**src/rtl/regfile_arb_pkg.sv**
```systemverilog
// Shared definitions for the register-file write arbiter and the datapath.
// Requester indices, default counter width and the write-port record.
package regfile_arb_pkg;

  localparam int REQ_DP    = 0;
  localparam int REQ_IO    = 1;
  localparam int CNT_W_DEF = 8;

  typedef struct packed {
    logic       we;
    logic [3:0] wa;
    logic [7:0] wd;
  } wr_t;

endpackage

```
**src/rtl/flopr.sv**
```systemverilog
// Plain register with synchronous active-high reset to zero.
// Latency 1 cycle; no backpressure, loads every clock.
module flopr #(
  parameter int WIDTH = 13
) (
  input  logic             clk,
  input  logic             reset,
  input  logic [WIDTH-1:0] d,
  output logic [WIDTH-1:0] q
);

  always_ff @(posedge clk) begin
    if (reset) q <= '0;
    else       q <= d;
  end

endmodule

```
**src/rtl/sat_cnt.sv**
```systemverilog
// Saturating up-counter, synchronous active-high reset.
// Latency 1 cycle; holds at all-ones instead of wrapping.
module sat_cnt #(
  parameter int WIDTH = 8
) (
  input  logic             clk,
  input  logic             reset,
  input  logic             inc,
  output logic [WIDTH-1:0] q
);

  always_ff @(posedge clk) begin
    if (reset)                          q <= '0;
    else if (inc && (q != {WIDTH{1'b1}})) q <= q + 1'b1;
  end

endmodule

```
**src/rtl/regfile_arb.sv**
```systemverilog
// Two-requester write arbiter for the register-file write port; grants are
// combinational, the write port is registered (latency 1, one write per clock).
// Tie-break: round-robin when REGFILE_ARB_RR_EN is defined, else requester 0 wins.
module regfile_arb
  import regfile_arb_pkg::*;
#(
  parameter int CNT_W = CNT_W_DEF
) (
  input  logic             clk,
  input  logic             reset,
  input  logic             v0,
  input  logic [3:0]       wa0,
  input  logic [7:0]       wd0,
  input  logic             v1,
  input  logic [3:0]       wa1,
  input  logic [7:0]       wd1,
  output logic             g0,
  output logic             g1,
  output logic             we3,
  output logic [3:0]       wa3,
  output logic [7:0]       wd3,
  output logic [CNT_W-1:0] cnt0,
  output logic [CNT_W-1:0] cnt1
);

  logic [1:0] gnt;
  wr_t        wr_d;
  wr_t        wr_q;

`ifdef REGFILE_ARB_RR_EN
  // ptr names the requester preferred on a tie; it flips to the other side after any grant.
  logic ptr;

  always_ff @(posedge clk) begin
    if (reset)            ptr <= 1'b0;
    else if (gnt[REQ_DP]) ptr <= 1'b1;
    else if (gnt[REQ_IO]) ptr <= 1'b0;
  end

  always_comb begin
    gnt         = 2'b00;
    gnt[REQ_DP] = !reset && v0 && (!v1 || !ptr);
    gnt[REQ_IO] = !reset && v1 && (!v0 || ptr);
  end
`else
  always_comb begin
    gnt         = 2'b00;
    gnt[REQ_DP] = !reset && v0;
    gnt[REQ_IO] = !reset && v1 && !v0;
  end
`endif

  assign g0 = gnt[REQ_DP];
  assign g1 = gnt[REQ_IO];

  // Register 0 is hard-wired to zero, so a write to it is granted but not enabled.
  always_comb begin
    wr_d    = wr_q;
    wr_d.we = 1'b0;
    if (gnt[REQ_DP]) begin
      wr_d.we = (wa0 != 4'd0);
      wr_d.wa = wa0;
      wr_d.wd = wd0;
    end else if (gnt[REQ_IO]) begin
      wr_d.we = (wa1 != 4'd0);
      wr_d.wa = wa1;
      wr_d.wd = wd1;
    end
  end

  flopr #(.WIDTH(13)) u_wr_reg (
    .clk   (clk),
    .reset (reset),
    .d     (wr_d),
    .q     (wr_q)
  );

  assign we3 = wr_q.we;
  assign wa3 = wr_q.wa;
  assign wd3 = wr_q.wd;

  sat_cnt #(.WIDTH(CNT_W)) u_cnt0 (
    .clk   (clk),
    .reset (reset),
    .inc   (gnt[REQ_DP]),
    .q     (cnt0)
  );

  sat_cnt #(.WIDTH(CNT_W)) u_cnt1 (
    .clk   (clk),
    .reset (reset),
    .inc   (gnt[REQ_IO]),
    .q     (cnt1)
  );

endmodule

```
**config.mk**
```make
export PLATFORM = sky130hd
export DESIGN_NAME = regfile_arb
export DESIGN_NICKNAME = d
export VERILOG_FILES = /design/src/rtl/regfile_arb_pkg.sv /design/src/rtl/flopr.sv /design/src/rtl/sat_cnt.sv /design/src/rtl/regfile_arb.sv
export SDC_FILE = /design/constraint.sdc
export NUM_CORES = 1
export LEC_CHECK = 0
export BUFFER_PORTS_ARGS = -buffer_cell sky130_fd_sc_hd__buf_4
export CAP_MARGIN = 20
export CELL_PAD_IN_SITES_DETAIL_PLACEMENT = 2
export CELL_PAD_IN_SITES_GLOBAL_PLACEMENT = 2
export CORE_MARGIN = 1
export CORE_UTILIZATION = 24
export CTS_CLUSTER_DIAMETER = 100
export DETAILED_ROUTE_END_ITERATION = 6
export PLACE_DENSITY_LB_ADDON = 0.1
export SYNTH_ARGS = -nofsm -noshare
export SYNTH_HDL_FRONTEND = slang
export SYNTH_SLANG_ARGS = --single-unit
export TNS_END_PERCENT = 30
```
**constraint.sdc**
```tcl
create_clock -name clk -period 1.3 [get_ports clk]
set_input_delay 0.13 -clock clk [delete_from_list [all_inputs] [get_ports clk]]
set_output_delay 0.13 -clock clk [all_outputs]
set_load 0.01 [all_outputs]
```
==> results.md, run 1 <==
* Leakage at roughly 1.1 nW
* Fillers at roughly 680
* Max frequency at roughly 0.79 GHz
* Routed Antenna Nets at 0
* Clock Power Share at 36.4%
* PD cells at 894 nW/µm²
* Max-slew headroom at between 70% and 80%
* DRC viols at 0
* Switch share at a little over a quarter
* Synth cell count leaders: 29 x dfxtp_1, 25 x nand2_1, 19 x a21oi_1
* First drt pass iteration count at 4
* Final Cell Area at 2300 µm²
* Multi-input gate area at between 800 and 900 µm²
* Chip Height at about 80 µm
* Hold crit path type: in2reg
* Wire per inst at approximately 16 µm
* Switching pwr at around 560 µW
* Top cell type by total area after synthesis: dfxtp_1
* Synth async-reset ratio at 0%
* Die Area at 6430 µm²
* Detailed router's first-iteration violation count at 41
* Sum of net half-perimeters after detailed placement at between 4000 and 5000 µm
* Total power at 2.05 mW
* Input/output buffers at 58
* H-tree depth at 2
* Clk buf depth at 2
* Least-Margin Pin Slew at ~0.37 ns
* Post-Route WL at 5290 µm
* Num ports at ~60
* Top_reg_cell synth: dfxtp_1
* Number of buffers created by CTS at 5
* Largest net degree at the start of global routing at 15
* Hold_ws at a little over 0.09 ns
* Placed inst area at 2180 µm²
* Clock transition at the registers of the reported paths at about 0.070 ns
* Top cell type's share of synthesized area at around two fifths
* First-pass GRT wire length at about 8300 µm
* Max_cap viols at 0
* Worst-path fanout max at 5
* Largest cells by area after synthesis: dfxtp_1 40%, mux2_2 10%, a21oi_1 6.5%, nand2_1 6.4%, nor3_1 2.7%
* Count of pins over their slew limit at 0
* Crit path launch type: register
* EDFF count, synth at 0
* Combinational Power Share at around 18%
* Row cnt at 28
* Setup crit end kind: register
* Via/cell ratio at about 4.8
* Synth Area per Inst at approximately 8.9 µm²
* Synthesized area at approximately 1500 µm²
* Starting density of the core at about a quarter
* Met1 wire length at between 2000 and 2500 µm
* Int Power at between 1 and 1.5 mW
* Hold violation count in the final report at 0
* Worst-skew pair later-pin latency at 0.29 ns
* Area of the core at 5920 µm²
* Metal3 WL at around 160 µm
* Grt ovf at 0
* Root buffer cell: clkbuf_8
* Peak VDD IR at around 0.35 mV
* Clock skew at 0.00773 ns
* CTS tree: yes
* Nets at between 200 and 300
* All-Layer GR Usage at approximately 17%
* Number of global-route vias before repair at between 1500 and 2000
* Register bit total from synthesis at 29
* Top sig layer: met4
* Setup Viol. Count Final at 0
* DR vias at 1569
* Initial antenna violation count at 0
* Req. time, crit path at approximately 1.5 ns
* Register area share after synthesis at 39.6%
* P&R area growth vs syn at 56.5%
* Worst endpoint data arrival time at approximately 1.5 ns
* Yosys Warn Count at 0
* Post-Syn Instances at 165
* Sequential Area at ~590 µm²
* Clock sink total at 29
* Synth unique cells at 36
* Flop pwr share at approximately 46%
* Syn Nets at around 200
* GPL Wtd Cong at about 0.84
* Share of layout cells above drive strength 1 at between 40% and 50%
* Final period util at a little over nine tenths
* Ant. Diodes at 0
* RSZ-0062 raised after global routing: yes
* Die span in x at around 80 µm
* Run status: finished clean
* Final min period at 1.27 ns
* WS Path Type: reg2reg
* Most numerous cell in the Yosys netlist: dfxtp_1
* WL met2 at about 2900 µm
power groups by stage:
| stage | combinational (mW) | sequential (mW) | clock, mW |
|---|---|---|---|
| after floorplan | 0.136 | 0.990 | 0 |
| after global placement | 0.347 | 0.967 | 0 |
| after detailed placement | 0.363 | 0.971 | 0 |
| after CTS | 0.365 | 0.951 | 0.785 |
| after global routing | 0.393 | 0.951 | 0.822 |
| final | 0.358 | 0.947 | 0.747 |
path summary, 6_finish.rpt:
path	start	end	slack, ns	cells past startpoint
max	u_cnt1.q[5]	u_cnt1.q[1]	0.03	3
min	wa1[1]	u_wr_reg.q[12]	0.09	3
max reg2reg	u_cnt1.q[5]	u_cnt1.q[1]	0.03	3
min reg2reg	u_cnt1.q[4]	u_cnt1.q[4]	0.54	2
layer usage:
metal	vias up	global-route usage [%]
li1	770	-
met1	758	17.8
met2	33	33.2
met3	8	3.75
met4	0	6.79
met5	-	0
final cells by class:
class | count | area share [%]
repair buffers | 86 | 28.1
flip-flops and latches | 29 | 25.8
clock inverters | 3 | 0.763
multi-input cells | 121 | 37.3
clock buffers | 5 | 3.00
well taps | 75 | 4.08
inverters | 6 | 0.980
sequential cells by signal, summed over array words and instances (netlist names):
register / count
u_cnt0.q: 8
u_wr_reg.q: 13
u_cnt1.q: 8
repair_timing:
action / CTS / global route
setup endpoints to repair: 7 / 10
pin swaps: 0 / 2
hold buffers: 0 / 0
gates resized for setup: 2 / 8
setup buffers: 0 / 1
through the flow:
stage | setup TNS, ns | setup WS, ns | utilization, % | cells
after floorplan | -0.0417 | -0.0417 | - | 165
after global placement | 0 | 0.0483 | 36.9 | 316
after detailed placement | -0.0516 | -0.0156 | 36.9 | 316
after CTS | -0.0184 | -0.0184 | 38.5 | 324
after global routing | -0.173 | -0.0400 | 38.8 | 325
final | 0 | 0.0263 | 38.8 | 325
worst max-delay path, stage by stage, from the launching register on:
cell,delay (ns)
dfxtp_1,0.36
nand4_1,0.23
o21ai_2,0.25
mux2_4,0.31
kinds of logic after synthesis:
| family | Yosys count | synth area share (%) |
|---|---|---|
| adders and majority gates | 2 | 1.70 |
| muxes | 18 | 14.1 |
| AOI/OAI and AO/OA | 35 | 15.8 |
| DFF | 29 | 39.6 |
| buffers and inverters | 15 | 4.09 |
| and+or+nand+nor | 66 | 24.8 |
cell usage in the layout (no fill, tap or decap), types with 2 or more instances in the layout:
cell,n
and4_1,2
mux2i_1,3
clkinv_2,2
a211oi_1,2
a21oi_1,19
nand4_1,3
dfxtp_4,2
nand2_1,25
nor2b_1,3
and3_1,3
nand3_1,5
inv_1,6
clkbuf_8,5
nor4_1,2
nor3_1,8
o2111a_1,3
and4b_1,3
buf_4,86
a31oi_1,2
mux2_2,13
mux2_4,2
nor2_1,3
nand2b_1,3
dfxtp_1,23
dfxtp_2,4
Power figures use the tool's default switching activity.
==> run 2, diff against run 1 <==
Settings changed: ABC_CLOCK_PERIOD_IN_PS set to 1400, BUFFER_PORTS_ARGS -buffer_cell sky130_fd_sc_hd__buf_4 to not set, CORE_UTILIZATION 24 to 34, DONT_BUFFER_PORTS set to 1.
Clock period 1.3 ns to 1.4 ns, I/O delays scaled along.
==> run 2 against run 1 <==
Net effect:
- clock skew is 0.0012 ns lower
- cell count down 27%
- fmax is 6.0% lower
- sequential power decreased by 5.5%
- critical path depth increased by 1
- clock power fell by 5.9%
- combinational power fell by 52%
- first-iteration DRC count rose by 51%
- global-route usage increased by 3.2 points
- non-clock buffer count decreased by 62
- critical endpoint is now u_cnt1.q[6]
- largest cell class unchanged
- largest power group unchanged
- highest routed layer unchanged
==> results.md, run 2 (same netlist as run 1, synthesis figures left out) <==
* Run status: finished clean
* Req. time, crit path at 1.55 ns (+0.08 ns)
* Most common cell after layout, fill and taps aside: dfxtp_1
* Chip Height at 67.7 µm (-16%)
* Post-route insts no fill at 237 (-27%)
* Share of layout cells above drive strength 1 at 26.2% (-23 points)
* Wire per inst at 19.5 µm (+20%)
* H-tree depth at 2 (unchanged)
* Hold_ws at 0.00543 ns (-0.0871 ns)
* FF-to-FF Start: u_cnt1.q[1]
* First-pass GRT wire length at 6910 µm (-17%)
* All-Layer GR Usage at 20.4% (+3.2 points)
* CTS tree: yes
* GPL Wtd Cong at 0.773 (-8.0%)
* Placed inst area at 1660 µm² (-24%)
* Area of the core at 4090 µm² (-31%)
* Ant. Diodes at 0 (unchanged)
* Largest Register: u_wr_reg.q
* DRC viols at 0 (unchanged)
* Final design utilization at 43.7% (+4.9 points)
* Setup_tns at 0 ns (unchanged)
* DR vias at 1342 (-14%)
* Leakage at 0.747 nW (-29%)
* Hold Path Origin: v0
* CP max stage delay at 0.35 ns (about the same)
* Sequential Area at 581 µm² (-2.1%)
* Post-Route WL at 4630 µm (-13%)
* Fillers at 468 (-31%)
* First drt pass iteration count at 4 (unchanged)
* Setup crit end kind: register
* Largest net degree at the start of global routing at 23 (+8)
* Grt ovf at 0 (unchanged)
* Worst path buffer plus inverter count at 0 (unchanged)
* PD cells at 991 nW/µm² (+11%)
* Placed Cells at 227 (-28%)
* Num ports at 59 (unchanged)
* Worst path slowest cell: dfxtp_1
* Worst-path fanout max at 3 (-2)
* Starting density of the core at 35.9% (+11 points)
* RSZ-0062 raised after global routing: no
* Clk buf depth at 2 (unchanged)
* Detailed router's first-iteration violation count at 62 (+51%)
* Worst-skew pair later-pin latency at 0.27 ns (-0.02 ns)
* CP Cell Sequence: ha_1 -> and3_1 -> nand4_2 -> mux2_4
* Final min period at 1.35 ns (+0.0808 ns)
* Regs by FF count: u_wr_reg.q (13), u_cnt0.q (8), u_cnt1.q (8)
* Most frequent cells in the layout: 29 x dfxtp_1, 25 x nand2_1, 21 x buf_4
* Row cnt at 23 (-18%)
* Input/output buffers at 0 (-100%)
* Max reg flops at 13 (unchanged)
* Final period util at 96.8% (-1.2 points)
* Count of pins over their slew limit at 0 (unchanged)
* CP Launch Point: u_cnt1.q[1]
* Setup Viol. Count Final at 0 (unchanged)
* Hold crit path type: in2reg
* Root buffer cell: clkbuf_8
* Max_cap viols at 0 (unchanged)
* Number of buffers created by CTS at 5 (unchanged)
* Clock transition at the registers of the reported paths at 0.07 ns (about the same)
* Die Area at 4580 µm² (-29%)
* Max-slew headroom at 39.3% (-36 points)
* Hold violation count in the final report at 0 (unchanged)
* Final Cell Area at 1780 µm² (-22%)
* Worst endpoint data arrival time at 1.51 ns (+0.06 ns)
* Via/cell ratio at 5.66 (+17%)
* Multi-input gate area at 842 µm² (-1.6%)
* Number of global-route vias before repair at 1389 (-19%)
* Die span in x at 67.7 µm (-16%)
* Clock skew at 0.00657 ns (-0.00116 ns)
* Initial antenna violation count at 0 (unchanged)
* Top Family by Delay on Critical Path: simple AND/OR/NAND/NOR gates
* Max frequency at 0.738 GHz (-6.0%)
* Crit path launch type: register
* Routed Antenna Nets at 0 (unchanged)
* WS Path Type: reg2reg
* Nets at 217 (-22%)
* P&R area growth vs syn at 21.6%
* Peak VDD IR at 0.431 mV (+23%)
* Least-Margin Pin Slew at 0.911 ns (+0.544 ns)
* Sum of net half-perimeters after detailed placement at 3310 µm (-19%)
* Clock sink total at 29 (unchanged)
-- run 2: final cells by class --
class / instances / share of cell area, %
clock buffers: 7 / 4.84
inverters: 6 / 1.26
multi-input cells: 121 / 47.2
flip-flops and latches: 29 / 32.5
well taps: 50 / 3.51
repair buffers: 24 / 10.7
-- run 2: worst reg2reg max path: cells and delay by family (launching register included) --
kind	cells	cell delay (ns)
simple gates	2	0.37
mux	1	0.31
fa+ha+maj	1	0.21
flops	1	0.35
-- run 2: metrics by stage --
step	worst slack (ns)	power [mW]
6_report	0.0454	1.77
2_1_floorplan	0.00590	1.04
3_5_place_dp	0.0462	1.07
4_1_cts	0.0220	1.78
5_1_grt	0.00965	1.84
3_3_place_gp	0.131	1.05
-- run 2: metal layers --
layer  GRT usage, %  up-vias  share of wire, %
li1               -      646                 -
met1           23.9      666                42
met2           37.1       26                53
met3           4.56        4               4.7
met4           4.79        0              0.73
met5              0        -                 0
-- run 2: where the power goes --
part / total (mW) / internal [mW] / leakage [nW] / switching [mW]
Sequential: 0.895 / 0.861 / 0.237 / 0.0346
Combinational: 0.171 / 0.0892 / 0.465 / 0.0815
Clock: 0.703 / 0.390 / 0.0443 / 0.313
Total: 1.77 / 1.34 / 0.747 / 0.429
-- run 2: worst paths after layout --
kind / to / slack, ns / cells past startpoint
max: u_cnt1.q[6] / 0.05 / 4
min: u_wr_reg.q[7] / 0.005 / 2
max reg2reg: u_cnt1.q[6] / 0.05 / 4
min reg2reg: u_cnt0.q[1] / 0.52 / 2
-- run 2: what timing repair did --
item | 4_1_cts | 5_1_grt
endpoints found under the hold margin | 22 | 1
endpoints found under the setup margin | 0 | 5
setup buffers | 0 | 0
hold buffers | 2 | 1
gates resized for setup | 0 | 4
==> run 3, diff against run 2 <==
Settings changed: BUFFER_PORTS_ARGS set to -buffer_cell sky130_fd_sc_hd__buf_4, CORE_MARGIN 1 to 10, CORE_UTILIZATION 34 to 27, DONT_BUFFER_PORTS 1 to not set.
==> run 3 against run 2 <==
Net effect:
- clock-buffer cell count unchanged
- sequential power decreased by 2%
- core utilization is 1.1 points lower
- worst setup slack improved by 0.019 ns
==> results.md, run 3 (same netlist as run 1, synthesis figures left out) <==
* CTS tree: yes
* Max reg flops at 13 (unchanged)
* P&R area growth vs syn at 50.9%
* Most common cell after layout, fill and taps aside: buf_4
* Grt ovf at 0 (unchanged)
* Least-Margin Pin Slew at 0.406 ns (-0.505 ns)
* Clock transition at the registers of the reported paths at 0.07 ns (about the same)
* Clock sink total at 29 (unchanged)
* Req. time, crit path at 1.57 ns (+0.02 ns)
* Number of buffers created by CTS at 5 (unchanged)
* Run status: finished clean
* Starting density of the core at 28.2% (-7.7 points)
* CP max stage delay at 0.36 ns (about the same)
* FF-to-FF Start: u_cnt1.q[1]
* Worst endpoint data arrival time at 1.51 ns (about the same)
* Routed Antenna Nets at 0 (unchanged)
* Die span in x at 93.7 µm (+38%)
* Cts hold-fix bufs at 0 (-2)
* Post-CTS setup buffer count at 0 (unchanged)
* Regs by FF count: u_wr_reg.q (13), u_cnt0.q (8), u_cnt1.q (8)
* Setup ws final at 0.0643 ns (+0.0188 ns)
* Post-Place Setup Slack at -0.0139 ns (-0.0600 ns)
* Ant. Diodes at 0 (unchanged)
* CP Launch Point: u_cnt1.q[1]
* Peak VDD IR at 0.456 mV (+5.8%)
* Crit path launch type: register
* Hold violation count in the final report at 0 (unchanged)
* Input/output buffers at 58 (+58)
* Share of layout cells above drive strength 1 at 45.2% (+19 points)
* Worst setup path end: u_cnt1.q[1]
* Largest Register: u_wr_reg.q
* Area of the core at 5200 µm² (+27%)
* Final period util at 95.4% (-1.3 points)
* Critical Path Stages at 4 (unchanged)
* CP Cell Sequence: ha_2 -> nand3_1 -> o21ai_2 -> mux2_4
* Post-Route WL at 5850 µm (+26%)
* Largest net degree at the start of global routing at 17 (-26%)
* Worst-skew pair later-pin latency at 0.28 ns (about the same)
* Reg2reg setup slack at 0.06 ns (+0.02 ns)
* Placed inst area at 2090 µm² (+26%)
* Leakage at 1.00 nW (+34%)
* Clk buf depth at 2 (unchanged)
* Top Family by Delay on Critical Path: flip-flops
* Hold_ws at 0.112 ns (+0.107 ns)
* Hold crit path type: in2reg
* Num ports at 59 (unchanged)
* Root buffer cell: clkbuf_8
* Final min period at 1.34 ns (-0.0188 ns)
* Nets at 268 (+24%)
* Setup crit end kind: register
* Final design utilization at 42.5% (-1.1 points)
* Setup Viol. Count Final at 0 (unchanged)
* Chip Height at 93.7 µm (+38%)
* Number of global-route vias before repair at 1797 (+29%)
* FF-to-FF End: u_cnt1.q[1]
* Count of pins over their slew limit at 0 (unchanged)
* Max frequency at 0.749 GHz (+1.4%)
* Row cnt at 26 (+13%)
* Total power at 2.00 mW (+13%)
* WS Path Type: reg2reg
* DRC viols at 0 (unchanged)
* Initial antenna violation count at 0 (unchanged)
* Clock skew at 0.00183 ns (-0.00474 ns)
* GRT met1 Usage at 15.1% (-8.8 points)
* Via/cell ratio at 5.06 (-11%)
* Detailed router's first-iteration violation count at 41 (-34%)
* Busiest grt layer: met2
* Max_cap viols at 0 (unchanged)
* All-Layer GR Usage at 14.0% (-6.4 points)
* Worst-path fanout max at 5 (+2)
* Final Cell Area at 2210 µm² (+24%)
* DR vias at 1562 (+16%)
* Sum of net half-perimeters after detailed placement at 4580 µm (+38%)
* First drt pass iteration count at 4 (unchanged)
* GPL Wtd Cong at 0.774 (+0.13%)
* Die Area at 8780 µm² (+92%)
* Met2 usage at 25.2% (-12 points)
* First-pass GRT wire length at 9730 µm (+41%)
* Wire per inst at 18.9 µm (-3.0%)
* PD cells at 902 nW/µm² (-9.0%)
* RSZ-0062 raised after global routing: yes
* Most frequent cells in the layout: 75 x buf_4, 28 x dfxtp_1, 25 x nand2_1
* Worst path buffer plus inverter count at 0 (unchanged)
* Max-slew headroom at 72.7% (+33 points)
* Reg2reg path depth at 4 (unchanged)
* Worst path slowest cell: dfxtp_2
* Met3 global-route usage at 4.40% (-0.16 points)
* H-tree depth at 2 (unchanged)
==> run 3: layer usage <==
| metal | part of all wire, % | routed length, µm |
|---|---|---|
| met3 | 4.5 | 263 |
| met4 | 1.3 | 74 |
| met1 | 40 | 2330 |
| met5 | 0 | 0 |
| met2 | 54 | 3180 |
==> run 3: worst register-to-register path, delay by kind of cell (launching register included) <==
family | cells | cell delay (ns)
AO/OA/AOI/OAI | 1 | 0.22
adder cells (fa/ha/maj) | 1 | 0.21
flip-flops | 1 | 0.36
multiplexers | 1 | 0.31
AND/OR/NAND/NOR | 1 | 0.13
==> run 3: power breakdown <==
| group | leakage, nW | switching (mW) | internal, mW | total [mW] |
|---|---|---|---|---|
| logic | 0.712 | 0.153 | 0.181 | 0.334 |
| registers | 0.238 | 0.0199 | 0.861 | 0.880 |
| clock network | 0.0542 | 0.339 | 0.444 | 0.783 |
==> run 3: timing repair <==
action | 4_1_cts | 5_1_grt
pin swaps | 0 | 1
setup endpoints to repair | 1 | 9
endpoints found under the hold margin | 0 | 0
resized for setup | 2 | 5
==> run 3: worst min-delay path by stage <==
stage	start	endpoint	depth (start not counted)
2_1_floorplan	wa1[0]	u_wr_reg.q[12]	2
3_3_place_gp	wa1[0]	u_wr_reg.q[12]	3
3_5_place_dp	wa1[0]	u_wr_reg.q[12]	3
4_1_cts	wd0[1]	u_wr_reg.q[1]	3
5_1_grt	wd0[1]	u_wr_reg.q[1]	3
6_report	wd0[5]	u_wr_reg.q[5]	3
==> run 3: area by class of cell <==
class / instances / area (µm²)
repair buffers: 75 / 563
fillers: 588 / 2990
flip-flops and latches: 29 / 582
clock buffers: 7 / 96.3
inverters: 6 / 22.5
multi-input cells: 121 / 858
well taps: 70 / 87.6
clock inverters: 1 / 5.00
==> run 3: through the flow <==
step	setup TNS (ns)	std cells
final	0	309
after CTS	0	309
after global routing	-0.0303	309
after floorplan	0	165
after detailed placement	-0.0139	301
after global placement	0	301
